==> config.mk <==
export PLATFORM = sky130hd
export DESIGN_NAME = microcoded_state_machine
export DESIGN_NICKNAME = d
export VERILOG_FILES = /design/src/rtl/microcoded_state_machine_pkg.sv /design/src/rtl/msm_ucode_rom.sv /design/src/rtl/microcoded_state_machine.sv
export SDC_FILE = /design/constraint.sdc
export NUM_CORES = 1
export LEC_CHECK = 0
export BUFFER_PORTS_ARGS = -buffer_cell sky130_fd_sc_hd__buf_2
export CORE_AREA = 8 8 45 47
export DETAILED_ROUTE_END_ITERATION = 10
export DIE_AREA = 0 0 53 55
export PLACE_DENSITY = 0.48
export SYNTH_ARGS = -nofsm -noshare
export SYNTH_HDL_FRONTEND = slang
export SYNTH_SLANG_ARGS = --single-unit
export TNS_END_PERCENT = 100
==> constraint.sdc <==
create_clock -name Clock -period 1.6 [get_ports Clock]
set_input_delay 0.48 -clock Clock [delete_from_list [all_inputs] [get_ports Clock]]
set_output_delay 0.48 -clock Clock [all_outputs]
set_load 0.005 [all_outputs]
==> src/rtl/microcoded_state_machine_pkg.sv <==
// Shared types and constants for the microcoded sequencer: state codes, condition selects,
// microword layout. Optional trap variant of S7 is selected by MSM_ILLEGAL_TRAP_EN.
package microcoded_state_machine_pkg;

    localparam int unsigned STATE_W   = 3;
    localparam int unsigned ROM_DEPTH = 1 << STATE_W;

    localparam int unsigned OUT_W   = 3;
    localparam int unsigned CSEL_W  = 3;
    localparam int unsigned UWORD_W = OUT_W + CSEL_W + 2 * STATE_W;

    localparam int unsigned NF_LSB   = 0;
    localparam int unsigned NT_LSB   = NF_LSB + STATE_W;
    localparam int unsigned CSEL_LSB = NT_LSB + STATE_W;
    localparam int unsigned OUT_LSB  = CSEL_LSB + CSEL_W;

    typedef enum logic [STATE_W-1:0] {
        S0 = 3'd0,
        S1 = 3'd1,
        S2 = 3'd2,
        S3 = 3'd3,
        S4 = 3'd4,
        S5 = 3'd5,
        S6 = 3'd6,
        S7 = 3'd7
    } state_t;

    localparam logic [STATE_W-1:0] RESET_STATE = S0;

    // Codes 5..7 are reserved and behave like CSEL_ALWAYS.
    localparam logic [CSEL_W-1:0] CSEL_ALWAYS = 3'd0;
    localparam logic [CSEL_W-1:0] CSEL_A      = 3'd1;
    localparam logic [CSEL_W-1:0] CSEL_B      = 3'd2;
    localparam logic [CSEL_W-1:0] CSEL_C      = 3'd3;
    localparam logic [CSEL_W-1:0] CSEL_D      = 3'd4;

    typedef struct packed {
        logic [OUT_W-1:0]   xyz;
        logic [CSEL_W-1:0]  csel;
        logic [STATE_W-1:0] nt;
        logic [STATE_W-1:0] nf;
    } uword_t;

    // Packs one ROM entry using the declared field positions.
    function automatic uword_t mk_uword(input logic [OUT_W-1:0]   xyz,
                                       input logic [CSEL_W-1:0]  csel,
                                       input logic [STATE_W-1:0] nt,
                                       input logic [STATE_W-1:0] nf);
        logic [UWORD_W-1:0] w;
        w = '0;
        w[OUT_LSB  +: OUT_W]   = xyz;
        w[CSEL_LSB +: CSEL_W]  = csel;
        w[NT_LSB   +: STATE_W] = nt;
        w[NF_LSB   +: STATE_W] = nf;
        return uword_t'(w);
    endfunction

endpackage

==> src/rtl/msm_ucode_rom.sv <==
// Combinational 8x12 microcode ROM: current state -> microword.
// MSM_ILLEGAL_TRAP_EN turns S7 into a self-holding trap with XYZ = 111.
module msm_ucode_rom
    import microcoded_state_machine_pkg::*;
(
    input  logic [STATE_W-1:0] state,
    output uword_t             uword_c
);

    always_comb begin
        uword_c = mk_uword(3'b000, CSEL_ALWAYS, S0, S0);
        case (state)
            S0: uword_c = mk_uword(3'b000, CSEL_A,      S0, S1);
            S1: uword_c = mk_uword(3'b100, CSEL_B,      S2, S4);
            S2: uword_c = mk_uword(3'b010, CSEL_C,      S0, S3);
            S3: uword_c = mk_uword(3'b011, CSEL_ALWAYS, S0, S0);
            S4: uword_c = mk_uword(3'b001, CSEL_ALWAYS, S5, S5);
            S5: uword_c = mk_uword(3'b101, CSEL_D,      S6, S4);
            S6: uword_c = mk_uword(3'b110, CSEL_ALWAYS, S0, S0);
`ifdef MSM_ILLEGAL_TRAP_EN
            S7: uword_c = mk_uword(3'b111, CSEL_ALWAYS, S7, S7);
`else
            S7: uword_c = mk_uword(3'b000, CSEL_ALWAYS, S0, S0);
`endif
            default: uword_c = mk_uword(3'b000, CSEL_ALWAYS, S0, S0);
        endcase
    end

endmodule

==> src/rtl/microcoded_state_machine.sv <==
// ROM-driven Moore sequencer: State register plus condition mux; XYZ decoded from ROM[State].
// Build with MSM_ILLEGAL_TRAP_EN to make unused state S7 a trap.
module microcoded_state_machine
    import microcoded_state_machine_pkg::*;
(
    input  logic Clock,
    input  logic Reset,
    input  logic A,
    input  logic B,
    input  logic C,
    input  logic D,
    output logic X,
    output logic Y,
    output logic Z
);

    logic [STATE_W-1:0] State;
    uword_t             uword_c;
    logic               cond_c;

    msm_ucode_rom u_rom (
        .state   (State),
        .uword_c (uword_c)
    );

    // if-style tests so an unknown condition input falls to the false branch
    always_comb begin
        cond_c = 1'b0;
        case (uword_c.csel)
            CSEL_A:  if (A) cond_c = 1'b1;
            CSEL_B:  if (B) cond_c = 1'b1;
            CSEL_C:  if (C) cond_c = 1'b1;
            CSEL_D:  if (D) cond_c = 1'b1;
            default: cond_c = 1'b1;
        endcase
    end

    always_ff @(posedge Clock or posedge Reset) begin
        if (Reset) begin
            State <= RESET_STATE;
        end else begin
            State <= cond_c ? uword_c.nt : uword_c.nf;
        end
    end

    assign {X, Y, Z} = uword_c.xyz;

endmodule

**After elaboration in Yosys (flattened, before gate mapping)**

Memories as Yosys holds them, arrays and structs flattened.
Cells that the tools add are included.

- Eq/ne operators: 4
- Muxes and demuxes: 6

Operators by type and width:

| cell | number |
|---|---|
| equality test 3 x 2 -> 1 bit (second input constant) | 2 |
| two-way mux 1 bit | 4 |
| case mux 1 bit (4 select lines) | 1 |
| equality test 3 x 1 -> 1 bit (second input constant) | 1 |
| equality test 3 bit (second input constant) | 1 |
| two-way mux 3 bit | 1 |

- Register bits after elaboration: 3
- Memory bits (read-only): 96
- Output and inout bits: 3
- Logic and storage cells: 12
- Memories kept: 1

Memory list:

| name | depth | bits a word | rd ports | clocked after Yosys merged registers in | write ports | RTL line | RTL |
|---|---|---|---|---|---|---|---|
| (name not given) | 8 | 12 | 1 | 0 | 0 | msm_ucode_rom.sv:12 | `case (state)` |

**Longest topological paths before layout**

Gate-level depths: netlist of the first run.
An unclocked memory read counts as a cell.

- Depth in word-level cells: 4
- Mapped depth: 5
- Gate-level depth less buffers: 5

**Modules after synthesis**

A second synthesis of the first run with hierarchy kept.

- Cells, all modules: 34
- Area total of the unflattened synthesis: 350.3 um^2

Modules (own cells, without submodules):

| module | instances | cells each | area each (um^2) |
|---|---|---|---|
| msm_ucode_rom | 1 | 22 | 176.4 |
| microcoded_state_machine | 1 | 12 | 173.9 |

**Worst setup path after synthesis of the first run**

Ideal clock, no wire load.

- Path kind: reg-to-reg
- Start: register State[0]
- End: register State[1]
- Data arrival time: 1.402 ns
- Path slack: 0.074 ns
- Stages on the path, launching flop included: 6
- Path buffers: 0
- Path through: dfrtp_1 > inv_1 > ha_1 > mux2i_1 > a32oi_1 > a211o_1

- Cells in the longest elaborated chain, start to end: 4
- Elaborated cells on any way between the ends: 7

RTL lines:

| what | RTL line | RTL |
|---|---|---|
| start, declared | microcoded_state_machine.sv:17 | `logic [STATE_W-1:0] State;` |
| start signal, assigned | microcoded_state_machine.sv:42 | `State <= cond_c ? uword_c.nt : uword_c.nf;` |
| memory (8 x 12 bit) * | -- |  |
| equality test 3 bit (tied with other cells) | microcoded_state_machine.sv:29 | `case (uword_c.csel)` |
| case mux 1 bit (4 select lines) | microcoded_state_machine.sv:29 |  |
| two-way mux 3 bit * | microcoded_state_machine.sv:42 |  |

Mark *: on every way between the ends. The rest lies on a longest branch, timed or not.

**Worst setup path in the final report of the first run**

- Start: register State[1]
- End: output port X

- Cells in the longest elaborated chain, start to end: 1

RTL lines:

| what | RTL line | RTL |
|---|---|---|
| memory (8 x 12 bit) | -- |  |
| end, declared | microcoded_state_machine.sv:12 | `output logic X,` |

Every way passes these cells.

==> results.md, run 1 <==
- Top Layer Used: met4
- Final setup margin: -0.07802 ns
- IO Count: 9
- Die area: 2915 um2
- Number of flip-flops in the largest register: 3
- Largest registers: State x3
- Share of the synthesized area in the top cell type: 0.2830
- Area leader, netlist: dfrtp_1
- Yosys warns: 0
- Routed met3 length: 31 um
- LEAKAGE: 0.2469 nW
- Post-synthesis instance area: 265.3 um2
- Area Growth Syn to Fin: 98.11%
- Pin count of the biggest net entering global routing: 12
- # setup viols final: 3
- Row count: 14
- Die Height: 55 um
- Syn Inst Count: 30
- I/O Buffers: 8
- Failing checks: negative setup slack
- Setup crit end kind: primary output
- Endpoints failing hold: 0
- Final instance count without filler cells: 69
- H-tree lvl count: 1
- Worst Setup Slack post-DPL: 0.04242 ns
- Maximum VDD drop: 0.9338 mV
- Critical Path Start Type: flip-flop
- Slew HR: 0.8142
- Hpwl dp: 497.5 um
- Antenna cell count: 0
- CTS tree: done
- Number of global-route vias before repair: 346
- DR WL/cell: 12.62 um
- Avg Vias per Cell: 4.464
- Skew-Pair Late Insertion Delay: 0.24 ns
- Antenna Nets Post-Route: 0
- WP data arrival: 1.20 ns
- Max-cap violations: 0
- Core Util, Final: 0.3797
- Final-stage net count: 64
- DRT Pass-1 Iters: 1
- Crit path kind: reg2out
- GR Overflow Total: 0
- Synth Register Bits: 3
- Min-Delay Path Class: in2async
- Global-route wire length before repair: 1.435 mm
- Placed inst area: 336.6 um2
- Max Clock Skew: 0.002739 ns
- Critical Path RT: 1.12 ns
- Die Wd: 53 um
- WL met1: 332 um
- Sequential fraction of the synthesis area: 0.2830
- Synth top area cells: dfrtp_1, ha_1, nand2_1, o21ai_0, inv_1
- Max-slew violations: 0
- Most flops, register: State
- Met2 Wirelength: 485 um
- Post-Place Cells: 56
- Gpl congestion: 0.6980
- DRC Markers: 0
- Worst Hold Slack: 0.1004 ns
- Clock sinks: 3
- Library cells used by synthesis: 16
- Post-route clock period utilization: 1.049
- CTS Buffer Depth: 2
- Share of post-route cells with drive strength above 1: 0.6604
- Post-synth net total: 40
- Maximum clock frequency: 0.5959 GHz
- Via count of the routed design: 308
- Clk slew on worst S/H paths: 0.04 ns
- Outcome: finished, violations left
- RSZ-0062 raised after global routing: true
- Root Buffer: clkbuf_4
- Fin crit period: 1.678 ns
- Critical path fanouts, max: 4
- Initial Util: 0.1917
- Number of CTS-inserted buffers: 3
- GRT Overall Usage: 0.06725
- Area of the core: 1384 um2
- PD cells: 2063 nW/um2
- Initial antenna violation count: 0
- Design area: 525.5 um2
- Pin slew with the least headroom to its limit: 0.2750 ns
- Mean post-synth cell area: 8.842 um2
- Initial DRC count: 0
- Final wirelength: 871 um
-- metrics by stage --
step / total power [mW] / setup TNS [ns]
CTS: 0.9582 / -0.1834
global route: 1.172 / -0.4821
detailed placement: 0.5376 / 0
finish: 1.084 / -0.1681
global placement: 0.5455 / 0
floorplan: 0.4102 / 0
-- worst max-delay path, stage by stage, from the launching register on --
cell and delay (ns):
dfrtp_1 0.37, inv_2 0.07, buf_6 0.13, ha_4 0.16, nand2b_4 0.07, nand2_2 0.05
buf_6 0.11
-- per-layer routing --
| layer | global-route usage | vias to the layer above |
|---|---|---|
| li1 | - | 152 |
| met1 | 0.06393 | 146 |
| met2 | 0.1328 | 8 |
| met3 | 0.002674 | 2 |
| met4 | 0.05172 | 0 |
| met5 | 0 | - |
-- power breakdown --
part           total, mW  switching (mW)  internal, mW
logic              0.790           0.332         0.458
registers          0.160          0.0472         0.112
clock network      0.134          0.0404        0.0935
total               1.08           0.420         0.664
-- cells in the final DEF (no fill, tap or decap), types with 2 or more instances in the layout --
cell type / count
buf_2: 7
buf_6: 4
dfrtp_1: 2
clkbuf_4: 3
nand2_1: 4
ha_4: 4
buf_4: 9
inv_2: 3
-- synth_stat cells --
cell type / instances
mux2i_1: 1
nor4bb_1: 1
ha_1: 4
a22o_1: 1
a32oi_1: 1
a32o_1: 1
inv_1: 4
a211o_1: 1
nand2b_1: 1
buf_6: 1
o21ai_0: 3
nand3b_1: 1
dfrtp_1: 3
nand2_1: 5
and3_1: 1
nor2_1: 1
-- final timing paths --
kind | startpoint | endpoint | slack [ns] | depth (start not counted)
worst max register to register | State[1]$_DFF_PP0_ | State[1]$_DFF_PP0_ | -0.04 | 6
worst max-delay path | State[1]$_DFF_PP0_ | X | -0.08 | 6
min in group Clock | D | State[1]$_DFF_PP0_ | 0.62 | 3
max in group asynchronous | Reset | State[2]$_DFF_PP0_ | 1.36 | 2
worst min-delay path | Reset | State[0]$_DFF_PP0_ | 0.10 | 2
worst min register to register | State[2]$_DFF_PP0_ | State[0]$_DFF_PP0_ | 0.66 | 1
-- final cells by class --
type / count / area [um2]
sequential: 3 / 76.32
inverter: 4 / 15.01
fill: 140 / 858.3
clock buffer: 4 / 26.28
tap: 16 / 20.02
timing repair buffer: 20 / 147.6
multi-input combinational: 22 / 240.2
-- cell families (layout without fill, tap and decap cells) --
kind of cell    count (synthesis)  after routing  synth area share
flops                           3              3            0.2830
compound gates                  7              7            0.1934
buf+inv                         5             28           0.09904
fa+ha+maj                       4              4            0.1887
mux                             1              1           0.03774
simple gates                   10             10            0.1981
-- timing repair --
item | 4_1_cts | 5_1_grt
gates resized for setup | 13 | 9
setup buffers | 9 | 0
endpoints found under the setup margin | 3 | 5
hold buffers | 0 | 0
pin swaps | 2 | 2
Note: power is estimated with default switching activity, not from simulation.
==> run 2, diff against run 1 <==
- REMOVE_ABC_BUFFERS: unset -> 1
==> results.md, run 2 (synthesized netlist as in run 1, its figures left out) <==
- Critical path fanouts, max: 4 (unchanged)
- Fin crit period: 1.679 ns (was 1.678 ns)
- Initial DRC count: 10 (was 0)
- DRC Markers: 0 (unchanged)
- Worst Setup Slack post-DPL: 0.01649 ns (was 0.04242 ns)
- Max-cap violations: 0 (unchanged)
- Share of post-route cells with drive strength above 1: 0.4783 (was 0.6604)
- Slew HR: 0.8142 (about the same)
- Failing checks: negative setup slack (unchanged)
- Final setup margin: -0.07877 ns (was -0.07802 ns)
- Skew-Pair Late Insertion Delay: 0.23 ns (was 0.24 ns)
- Final-stage net count: 57 (was 64)
- Initial antenna violation count: 0 (unchanged)
- IO Count: 9 (unchanged)
- Setup crit end kind: primary output (unchanged)
- Avg Vias per Cell: 4.387 (was 4.464)
- Post-CTS Hold Buffers: 0 (unchanged)
- Maximum VDD drop: 0.6274 mV (was 0.9338 mV)
- Max Clock Skew: 0.001022 ns (was 0.002739 ns)
- PD cells: 1899 nW/um2 (was 2063 nW/um2)
- DR WL/cell: 11.60 um (was 12.62 um)
- Area Growth Syn to Fin: 60.38% (was 98.11%)
- GR Overflow Total: 0 (unchanged)
- Area of the core: 1384 um2 (unchanged)
- Most flops, register: State (unchanged)
- Pin count of the biggest net entering global routing: 12 (unchanged)
- Die area: 2915 um2 (unchanged)
- CTS Buffer Depth: 2 (unchanged)
- Number of flip-flops in the largest register: 3 (unchanged)
- Number of CTS-inserted buffers: 3 (unchanged)
- Multi-input gate area: 203.9 um2 (was 240.2 um2)
- Antenna Nets Post-Route: 0 (unchanged)
- WP data arrival: 1.20 ns (about the same)
- Setup_tns: -0.1841 ns (was -0.1681 ns)
- Crit path kind: reg2out (unchanged)
- Clock sinks: 3 (unchanged)
- H-tree lvl count: 1 (unchanged)
- I/O Buffers: 8 (unchanged)
- Number of global-route vias before repair: 281 (was 346)
- RSZ-0062 raised after global routing: true (unchanged)
- Row count: 14 (unchanged)
- Root Buffer: clkbuf_4 (unchanged)
- Commonest non-fill, non-tap cells in the layout: buf_2, nand2_1 (was buf_4, buf_2, nand2_1, ha_4, buf_6)
- Gpl congestion: 0.7004 (was 0.6980)
- Endpoints failing hold: 0 (unchanged)
- Maximum clock frequency: 0.5957 GHz (was 0.5959 GHz)
- CTS tree: done (unchanged)
- Antenna cell count: 0 (unchanged)
- Fill cells: 147 (was 140)
- DRT Pass-1 Iters: 4 (was 1)
- Via count of the routed design: 272 (was 308)
- Outcome: finished, violations left (unchanged)
- Hpwl dp: 503.6 um (was 497.5 um)
- Critical Path Start Type: flip-flop (unchanged)
- Final wirelength: 719 um (was 871 um)
- # setup viols final: 3 (unchanged)
- Largest registers: State x3 (unchanged)
- Min-Delay Path Class: in2async (unchanged)
- Pin slew with the least headroom to its limit: 0.2749 ns (was 0.2750 ns)
- Global-route wire length before repair: 1.124 mm (was 1.435 mm)
- Post-route clock period utilization: 1.049 (about the same)
- Die Height: 55 um (unchanged)
- Initial Util: 0.1917 (unchanged)
- Leading cell type in the layout, fill and taps excluded: buf_2 (was buf_4)
- Critical Path RT: 1.12 ns (about the same)
- Max-slew violations: 0 (unchanged)
- Sequential standard cell area: 75.07 um2 (was 76.32 um2)
- GRT Overall Usage: 0.05249 (was 0.06725)
- Clk slew on worst S/H paths: 0.04 ns (about the same)
- Die Wd: 53 um (unchanged)
- LEAKAGE: 0.2064 nW (was 0.2469 nW)
- Worst Hold Slack: 0.09807 ns (was 0.1004 ns)
==> run 2: changes by cell type in the layout (fill, tap and decap cells not counted), sizes merged <==
cell | previous run | this run
buf | 20 | 13
==> run 2: final timing paths <==
check / startpoint / depth (start not counted) / to / slack, ns
setup reg to reg: State[1]$_DFF_PP0_ / 5 / State[1]$_DFF_PP0_ / 0.05
hold reg to reg: State[2]$_DFF_PP0_ / 1 / State[0]$_DFF_PP0_ / 0.73
setup / recovery: State[1]$_DFF_PP0_ / 5 / X / -0.08
min in group Clock: D / 3 / State[1]$_DFF_PP0_ / 0.61
max in group asynchronous: Reset / 2 / State[2]$_DFF_PP0_ / 1.38
hold / removal: Reset / 2 / State[0]$_DFF_PP0_ / 0.1
==> run 2: final cells by class <==
type	instances	share of cell area
Timing Repair Buffer	13	0.2000
Multi-Input combinational cell	22	0.4794
Tap cell	16	0.04706
Clock buffer	4	0.06176
Inverter	4	0.03529
Sequential cell	3	0.1765
==> run 2: where the power goes <==
group	total, mW	leakage (nW)	switching, mW	internal, mW
combinational	0.518	0.153	0.240	0.278
clock	0.136	0.0150	0.0423	0.0937
sequential	0.154	0.0382	0.0438	0.110
total	0.808	0.206	0.326	0.482
==> run 2: per-layer routing <==
metal  vias up  part of all wire  GRT usage
met2        10              0.46    0.08203
met1       124              0.47    0.05632
met4         0                 0    0.01293
met5         -                 0          0
li1        138                 -          -
met3         0             0.071    0.03743
==> run 2: repair_timing <==
action,in CTS,in global routing
setup endpoints to repair,3,4
pin swaps,1,2
resized for setup,8,2
setup buffers,1,1
==> run 2: metrics by stage <==
step / instances / util / area [um2] / total power [mW]
6_report: 62 / 0.3074 / 425.4 / 0.8078
5_1_grt: 62 / 0.3074 / 425.4 / 0.8867
4_1_cts: 61 / 0.2975 / 411.6 / 0.7792
3_5_place_dp: 56 / 0.2432 / 336.6 / 0.5396
3_3_place_gp: 56 / 0.2432 / 336.6 / 0.5458
2_1_floorplan: 29 / - / 254.0 / 0.3873
==> run 2: worst max-delay path, cell delays in order (launching register included) <==
cell and delay, ns:
dfrtp_1 0.39, inv_2 0.12, ha_4 0.22, nand2_1 0.06
nand2_1 0.04, buf_2 0.12
==> run 3, diff against run 2 <==
- BUFFER_PORTS_ARGS: -buffer_cell sky130_fd_sc_hd__buf_2 -> -buffer_cell sky130_fd_sc_hd__clkbuf_2
==> results.md, run 3 (synthesized netlist as in run 1, its figures left out) <==
- Number of flip-flops in the largest register: 3 (unchanged)
- Leading cell type in the layout, fill and taps excluded: clkbuf_2 (was buf_2)
- Placed inst area: 336.6 um2 (unchanged)
- WP data arrival: 1.21 ns (was 1.20 ns)
- Final wirelength: 747 um (was 719 um)
- Commonest non-fill, non-tap cells in the layout: clkbuf_2, nand2_1, buf_4 (was buf_2, nand2_1)
- Initial DRC count: 2 (was 10)
- Die Wd: 53 um (unchanged)
- Logic gate share of total power: 0.681 (was 0.641)
- Clk slew on worst S/H paths: 0.04 ns (about the same)
- Critical path fanouts, max: 4 (unchanged)
- Sw frac: 0.3947 (was 0.4032)
- RSZ-0062 raised after global routing: true (unchanged)
- Fin crit period: 1.686 ns (was 1.679 ns)
- # setup viols final: 4 (was 3)
- Setup_tns: -0.2079 ns (was -0.1841 ns)
- Setup crit end kind: primary output (unchanged)
- Area of the core: 1384 um2 (unchanged)
- Post-CTS Hold Buffers: 0 (unchanged)
- Post-route clock period utilization: 1.054 (was 1.049)
- Root Buffer: clkbuf_4 (unchanged)
- Die area: 2915 um2 (unchanged)
- Slowest stage delay, CP: 0.40 ns (was 0.39 ns)
- Area Growth Syn to Fin: 75.00% (was 60.38%)
- Avg Vias per Cell: 4.453 (was 4.387)
- DR WL/cell: 11.67 um (was 11.60 um)
- Reg-to-Reg End: State[1]$_DFF_PP0_ (unchanged)
- GR Overflow Total: 0 (unchanged)
- Clock sinks: 3 (unchanged)
- Max-cap violations: 0 (unchanged)
- Endpoints failing hold: 0 (unchanged)
- Antenna cell count: 0 (unchanged)
- Critical Path Start Type: flip-flop (unchanged)
- Critical Path RT: 1.12 ns (about the same)
- Crit path buffers/inverters: 3 (was 2)
- Number of global-route vias before repair: 286 (was 281)
- Internal Power: 0.5653 mW (was 0.4821 mW)
- Initial Util: 0.1917 (unchanged)
- Critical path cell sequence: inv_2 > buf_6 > ha_4 > nand2b_4 > nand2_1 > clkbuf_2 (was inv_2 > ha_4 > nand2_1 > nand2_1 > buf_2)
- Max-slew violations: 0 (unchanged)
- Via count of the routed design: 285 (was 272)
- Most flops, register: State (unchanged)
- CTS Buffer Depth: 2 (unchanged)
- GRT Overall Usage: 0.05355 (was 0.05249)
- IO Count: 9 (unchanged)
- Final setup margin: -0.08566 ns (was -0.07877 ns)
- CTS tree: done (unchanged)
- Sequential power share: 0.168 (was 0.191)
- Largest registers: State x3 (unchanged)
- Hpwl dp: 489.2 um (was 503.6 um)
- Psw: 0.3686 mW (was 0.3257 mW)
- Global-route wire length before repair: 1.124 mm (unchanged)
- PD cells: 2012 nW/um2 (was 1899 nW/um2)
- Design area: 464.2 um2 (was 425.4 um2)
- H-tree lvl count: 1 (unchanged)
- Slew HR: 0.7958 (was 0.8142)
- WP depth: 6 (was 5)
- Skew-Pair Late Insertion Delay: 0.24 ns (was 0.23 ns)
- Outcome: finished, violations left (unchanged)
- Fill cells: 144 (was 147)
- Gpl congestion: 0.8000 (was 0.7004)
- Pin count of the biggest net entering global routing: 12 (unchanged)
- Worst R2R Setup Slack: -0.01 ns (was 0.05 ns)
- DRT Pass-1 Iters: 2 (was 4)
- Clock power frac: 0.151 (was 0.168)
- Final-stage net count: 59 (was 57)
- Share of post-route cells with drive strength above 1: 0.5417 (was 0.4783)
- Reg2reg start: State[0]$_DFF_PP0_ (was State[1]$_DFF_PP0_)
- Row count: 14 (unchanged)
- Number of CTS-inserted buffers: 3 (unchanged)
- Cell depth of the worst flop-to-flop path: 6 (was 5)
- Max Clock Skew: 0.006476 ns (was 0.001022 ns)
- Initial antenna violation count: 0 (unchanged)
- Antenna Nets Post-Route: 0 (unchanged)
- DRC Markers: 0 (unchanged)
- Failing checks: negative setup slack (unchanged)
- I/O Buffers: 8 (unchanged)
- Min-Delay Path Class: in2async (unchanged)
- CP top delay family: flip-flops (unchanged)
- Crit path kind: reg2out (unchanged)
- Cell with the largest stage delay on the worst path: dfrtp_1 (unchanged)
- Maximum VDD drop: 0.7076 mV (was 0.6274 mV)
- Maximum clock frequency: 0.5932 GHz (was 0.5957 GHz)
- Die Height: 55 um (unchanged)
- Pin slew with the least headroom to its limit: 0.3063 ns (was 0.2749 ns)
- LEAKAGE: 0.2223 nW (was 0.2064 nW)
[run 3: cell count changes in the layout (fill, tap and decap cells not counted)]
cell      before  now
nand2b_1       1    0
clkbuf_2       0    6
buf_4          3    4
mux2i_1        1    0
nand2b_4       0    1
o21ai_0        3    2
o21ai_1        0    1
buf_6          2    3
buf_2          8    2
mux2i_4        0    1
[run 3: worst max-delay path by stage]
stage                             startpoint                  to  slack (ns)
final                     State[1]$_DFF_PP0_                   X       -0.09
after global routing      State[1]$_DFF_PP0_                   X       -0.14
after CTS                 State[1]$_DFF_PP0_                   X       -0.08
after detailed placement  State[1]$_DFF_PP0_  State[1]$_DFF_PP0_        0.04
after global placement    State[0]$_DFF_PP0_  State[1]$_DFF_PP0_        0.06
after floorplan           State[0]$_DFF_PP0_  State[1]$_DFF_PP0_        0.07
[run 3: cell type report]
cell class                 instances  area (um2)  share of cell area
clock buffer                       4       26.28             0.05660
inverter                           4       15.01             0.03235
multi-input combinational         22       224.0              0.4825
sequential                         3       75.07              0.1617
tap                               16       20.02             0.04313
timing repair buffer              15       103.9              0.2237
[run 3: power by group through the flow]
stage               clock network [mW]  logic (mW)  registers, mW
finish                           0.141       0.636          0.157
global route                     0.149       0.701          0.162
CTS                              0.144       0.521          0.153
detailed placement                   0       0.391          0.149
global placement                     0       0.397          0.151
floorplan                            0       0.236          0.151
[run 3: routing by layer]
| metal | global-route usage | wire length, um | vias to the layer above |
|---|---|---|---|
| met2 | 0.08203 | 379 | 10 |
| li1 | - | - | 141 |
| met3 | 0.02674 | 37 | 2 |
| met4 | 0.03879 | 16 | 0 |
| met1 | 0.05623 | 315 | 132 |
| met5 | 0 | 0 | - |
[run 3: metrics by stage]
step           utilization  std cells  setup WS, ns  hold slack [ns]  power [mW]
6_report            0.3354         64      -0.08566          0.07386      0.9339
5_1_grt             0.3354         64       -0.1412          0.08653       1.013
4_1_cts             0.3011         61      -0.08294          0.07762      0.8180
3_5_place_dp        0.2432         56       0.03606           0.3332      0.5401
3_3_place_gp        0.2432         56       0.05593           0.3306      0.5482
2_1_floorplan            -         29       0.07370           0.2336      0.3873
[run 3: worst register-to-register path, stage by stage, from the launching register on]
cell and delay (ns):
dfrtp_1 0.37, inv_2 0.08, ha_4 0.27, buf_4 0.12, mux2i_4 0.23, a32oi_1 0.10
a211o_1 0.32
[run 3: what timing repair did]
| item | in CTS | in global routing |
|---|---|---|
| resized for setup | 9 | 8 |
| endpoints found under the setup margin | 3 | 4 |
| hold endpoints to repair | 0 | 0 |
| setup buffers | 1 | 3 |
| pin swaps | 1 | 3 |
